--- config.mk ---
export PLATFORM = sky130hd
export DESIGN_NAME = sram_packet_loader_flat
export DESIGN_NICKNAME = d
export VERILOG_FILES = /design/src/rtl/sram_packet_loader_if.sv /design/src/rtl/sram_packet_loader.sv /design/src/flat_wrapper.sv
export SDC_FILE = /design/constraint.sdc
export NUM_CORES = 1
export LEC_CHECK = 0
export ABC_AREA = 1
export BUFFER_PORTS_ARGS = -buffer_cell sky130_fd_sc_hd__buf_2
export CAP_MARGIN = 10
export CORE_MARGIN = 2
export CORE_UTILIZATION = 40
export DETAILED_ROUTE_END_ITERATION = 7
export PLACE_DENSITY = 0.71
export SLEW_MARGIN = 20
export SYNTH_ARGS = -nofsm -noshare
export SYNTH_HDL_FRONTEND = slang
export SYNTH_SLANG_ARGS = --single-unit
--- constraint.sdc ---
create_clock -name clk_in -period 2.5 [get_ports clk_in]
set_input_delay 0.375 -clock clk_in [delete_from_list [all_inputs] [get_ports clk_in]]
set_output_delay 0.375 -clock clk_in [all_outputs]
set_load 0.05 [all_outputs]
--- src/rtl/sram_packet_loader_if.sv ---
// sram_packet_loader_if: core-side write port and read return of the SRAM packet loader
// Signals: wr_valid/wr_ready/wr_sel/wr_data carry 32-bit words from the core,
//          rd_valid/rd_data return the captured SRAM read word.
// Modports: master = management core, slave = loader.
interface sram_packet_loader_if;
    logic        wr_valid;
    logic        wr_ready;
    logic        wr_sel;
    logic [31:0] wr_data;
    logic        rd_valid;
    logic [31:0] rd_data;
    modport master (output wr_valid, wr_sel, wr_data, input wr_ready, rd_valid, rd_data);
    modport slave  (input wr_valid, wr_sel, wr_data, output wr_ready, rd_valid, rd_data);
endinterface

--- src/rtl/sram_packet_loader.sv ---
// sram_packet_loader: assembles two core words into a 55-bit SRAM packet, issues it, captures the read word
// Ports: clk_in clock; rst sync active-low reset; bus write port and read return (slave);
//        packet/chip_select drive the SRAM packetiser; rd_data_in is the SRAM output mux word;
//        busy is high outside IDLE; txn_count counts completed transactions (wraps).
module sram_packet_loader #(
    parameter int READ_LATENCY = 4,
    parameter int CNT_W        = 16
) (
    input  logic                 clk_in,
    input  logic                 rst,
    sram_packet_loader_if.slave  bus,
    output logic [54:0]          packet,
    output logic                 chip_select,
    input  logic [31:0]          rd_data_in,
    output logic                 busy,
    output logic [CNT_W-1:0]     txn_count
);
    typedef enum logic [1:0] {IDLE, ISSUE, WAIT, CAPTURE} state_t;
    localparam logic [54:0] IDLE_PKT = 55'h60_0000_0000_0100;
    localparam logic [3:0]  LAT_M1   = 4'(READ_LATENCY - 1);
    state_t           state_q, state_d;
    logic [3:0]       cnt_q, cnt_d;
    logic [31:0]      lo_q, lo_d;
    // hi word keeps only bit 31 (chip select) and bits 22:0; bits 30:23 are don't-care
    logic [23:0]      hi_q, hi_d;
    logic [54:0]      packet_q, packet_d;
    logic             cs_q, cs_d;
    logic             rd_valid_q, rd_valid_d;
    logic [31:0]      rd_data_q, rd_data_d;
    logic [CNT_W-1:0] txn_q, txn_d;
    always_comb begin
        state_d   = state_q;
        cnt_d     = cnt_q;
        lo_d      = lo_q;
        hi_d      = hi_q;
        rd_data_d = rd_data_q;
        txn_d     = txn_q;
        case (state_q)
            IDLE: begin
                if (bus.wr_valid && bus.wr_sel) begin
                    hi_d    = {bus.wr_data[31], bus.wr_data[22:0]};
                    state_d = ISSUE;
                end else if (bus.wr_valid) begin
                    lo_d = bus.wr_data;
                end
            end
            ISSUE: begin
                cnt_d   = LAT_M1;
                state_d = (READ_LATENCY == 1) ? CAPTURE : WAIT;
            end
            WAIT: begin
                cnt_d   = cnt_q - 4'd1;
                state_d = (cnt_q == 4'd1) ? CAPTURE : WAIT;
            end
            CAPTURE: begin
                rd_data_d = rd_data_in;
                txn_d     = txn_q + CNT_W'(1);
                state_d   = IDLE;
            end
            default: state_d = IDLE;
        endcase
        // outputs are decoded from the next state so they change on the edge entering it
        packet_d   = (state_d == ISSUE) ? {hi_d[22:0], lo_d} : IDLE_PKT;
        cs_d       = (state_d == ISSUE) ? hi_d[23] : cs_q;
        rd_valid_d = (state_q == CAPTURE);
    end
    always_ff @(posedge clk_in) begin
        if (!rst) begin
            state_q    <= IDLE;
            cnt_q      <= '0;
            lo_q       <= '0;
            hi_q       <= '0;
            packet_q   <= IDLE_PKT;
            cs_q       <= 1'b0;
            rd_valid_q <= 1'b0;
            rd_data_q  <= '0;
            txn_q      <= '0;
        end else begin
            state_q    <= state_d;
            cnt_q      <= cnt_d;
            lo_q       <= lo_d;
            hi_q       <= hi_d;
            packet_q   <= packet_d;
            cs_q       <= cs_d;
            rd_valid_q <= rd_valid_d;
            rd_data_q  <= rd_data_d;
            txn_q      <= txn_d;
        end
    end
    assign bus.wr_ready = (state_q == IDLE);
    assign bus.rd_valid = rd_valid_q;
    assign bus.rd_data  = rd_data_q;
    assign packet       = packet_q;
    assign chip_select  = cs_q;
    assign busy         = (state_q != IDLE);
    assign txn_count    = txn_q;
endmodule

--- src/flat_wrapper.sv ---
// flat-port wrapper written by rule: the top's interface ports become plain ports
module sram_packet_loader_flat 
#(
    parameter int READ_LATENCY = 4,
    parameter int CNT_W        = 16
)
  (clk_in, rst, packet, chip_select, rd_data_in, busy, txn_count, bus_wr_valid, bus_wr_sel, bus_wr_data, bus_wr_ready, bus_rd_valid, bus_rd_data);
  sram_packet_loader_if bus_i ();
  input  logic clk_in;
  input  logic rst;
  output logic [54:0] packet;
  output logic chip_select;
  input  logic [31:0] rd_data_in;
  output logic busy;
  output logic [CNT_W-1:0] txn_count;
  input wire logic [$bits(bus_i.wr_valid)-1:0] bus_wr_valid;
  input wire logic [$bits(bus_i.wr_sel)-1:0] bus_wr_sel;
  input wire logic [$bits(bus_i.wr_data)-1:0] bus_wr_data;
  output wire logic [$bits(bus_i.wr_ready)-1:0] bus_wr_ready;
  output wire logic [$bits(bus_i.rd_valid)-1:0] bus_rd_valid;
  output wire logic [$bits(bus_i.rd_data)-1:0] bus_rd_data;
  assign bus_i.wr_valid = bus_wr_valid;
  assign bus_i.wr_sel = bus_wr_sel;
  assign bus_i.wr_data = bus_wr_data;
  assign bus_wr_ready = bus_i.wr_ready;
  assign bus_rd_valid = bus_i.rd_valid;
  assign bus_rd_data = bus_i.rd_data;
  sram_packet_loader #(.READ_LATENCY(READ_LATENCY), .CNT_W(CNT_W)) u_core (.clk_in(clk_in), .rst(rst), .bus(bus_i), .packet(packet), .chip_select(chip_select), .rd_data_in(rd_data_in), .busy(busy), .txn_count(txn_count));
endmodule
==> flow_metrics.tcl <==
set metrics [dict create \
    cts_tree "yes" \
    finalCritPeriodShare_pct 72.6 \
    ys_seq_area_share_pct 57.1 \
    irDropWorstVdd_mv 0.441 \
    cts.repair.resized 0 \
    status "complete, no violations" \
    post-route-min-period_ps 1820 \
    fin_util_pct 51.3 \
    slew_headroom_pct 65.9 \
    final_common_cell "buf_2" \
    row_count 44 \
    ys_warn_count 0 \
    place.detailed.hpwl_um 8920 \
    critPathMaxFanout 40 \
    slew_viol_final 0 \
    setup.worst_path.class "register to register" \
    clockBufferDepth 2 \
    rsz0062_at_grt "false" \
    crit_path_start_kind "register" \
    tns_ps 0 \
    grt_pass1_vias 4629 \
    cts_buffers 17 \
    synthCells 717 \
    insertion_delay_ps 420 \
    cts_max_level 4 \
    fp.dieH_um 125 \
    area_growth_pct 26.4 \
    cts_hold_buf 0 \
    diodes 0 \
    setup_viol 0 \
    grt_max_degree 57 \
    cp.required_ps 2800 \
    synth.distinct_cells 28 \
    p_leak_nw 3.66 \
    die_w_um 125 \
    total_power_w 0.00629 \
    grt_pass1_wl_um 21800 \
    worstSetupEndpointType "register" \
    clkSinkCount 167 \
    arrival_ps 2110 \
    syn_nets 792 \
    final_cell_mix "buf_2 (174), dfxtp_1 (167), nor2_1 (157)" \
    first_pass_iters 4 \
    ys_seq_elements 167 \
    syn_area_per_cell_um2 8.17 \
    ant_nets 0 \
    drive_gt1_share_pct 25.3 \
    grt_use_total_pct 17.1 \
    hp-class "input port to register" \
    core_um2 14400 \
    gp_congestion 0.742 \
    gr-total-overflow 0 \
    wl_um 13100 \
    max_clock_freq_mhz 551 \
    dp_cells 1047 \
    num-fill-cells 1380 \
    io_buffers 174 \
    drv_cap 0 \
    wl_per_cell_um 12.2 \
    fin_nets 957 \
    remaining_drc_errors 0 \
    root_buffer "clkbuf_16" \
    syn_area_um2 5860 \
    final_cells 1078 \
    dr.first_iter.drc_count 278 \
    antenna_found_initial 0 \
    vias 5047 \
    ioPinCount 175 \
    dieArea_um2 15600 \
    viasPerCell 4.68 \
    skew_ps 7.24 \
    hold_viol_final 0 \
    tightest_slew_ps 511 \
    clk_pin_slew_ps 70 \
    cts_setup_buffers 0 \
    start_util_pct 40.6 \
    power_density_nw_per_um2 850 \
]
==> synthesized netlist by cell type (all sizes together) <==
library cell	count	area, µm²
and3	2	12.5
a21oi	15	75.1
or2	1	6.26
nand4	2	12.5
mux2i	2	20.0
ha	7	87.6
xnor2	1	8.76
o21bai	1	7.51
xor2	1	8.76
o21ai	89	445
buf	17	143
dfxtp	167	3340
nor3	55	275
clkbuf	21	78.8
nand3	15	85.1
inv	72	270
a31oi	1	6.26
nor2	159	612
a211oi	1	7.51
nand2	88	350
==> final cells by class <==
class / count / area (µm²) / share of cell area, %
clock buffer: 18 / 439 / 5.94
clock inverter: 13 / 124 / 1.67
inverter: 72 / 272 / 3.67
multi-input combinational: 440 / 2020 / 27.3
sequential: 167 / 3340 / 45.2
tap: 184 / 230 / 3.11
timing repair buffer: 184 / 971 / 13.1
==> critical path, stage by stage (launching register included) <==
cell and delay (ps):
dfxtp_1 330, inv_1 80, ha_1 390, inv_1 150, nand2_4 380, buf_4 290
nor3_1 60
==> flip-flops by register name, indices dropped and copies added (netlist names) <==
name	count
u_core.lo_q	32
u_core.state_q	2
u_core.bus.rd_valid	1
u_core.cnt_q	4
u_core.hi_q	24
u_core.chip_select	1
u_core.txn_count	16
u_core.packet	55
u_core.bus.rd_data	32
==> report_power, final <==
part           internal (W)  total, W  switching [W]
Sequential          0.00283   0.00289      0.0000560
Combinational      0.000258  0.000925       0.000668
Clock               0.00140   0.00247        0.00107
==> per-stage QoR <==
step	setup slack, ps	cell area, µm²	hold slack [ps]
finish	684	7400	176
global route	500	7400	172
floorplan	682	5860	426
global placement	749	6840	453
detailed placement	684	6840	462
CTS	673	7400	161
==> routing by layer <==
layer	global-route usage, %	vias up	wire [µm]
met2	26.5	161	5830
met5	0	-	0
li1	-	2607	-
met3	7.15	15	1070
met4	5.75	0	171
met1	21.6	2264	6050
==> cell families after synthesis <==
logic type	count (synthesis)	share of synthesized area [%]
AO/OA/AOI/OAI	107	9.25
XOR/XNOR	2	0.299
adder cells (fa/ha/maj)	7	1.50
buffers and inverters	110	8.40
flip-flops	167	57.1
multiplexers	2	0.342
AND/OR/NAND/NOR	322	23.1
==> worst paths after layout <==
kind                           from                      to  slack, ps  cells past startpoint
setup / recovery  u_core.state_q[0]       u_core.packet[31]        680                      6
hold / removal       rd_data_in[29]  u_core.bus.rd_data[29]        180                      3
setup reg to reg  u_core.state_q[0]       u_core.packet[31]        680                      6
hold reg to reg     u_core.hi_q[21]       u_core.packet[53]        470                      2
Note: power is estimated with default switching activity, not from simulation.
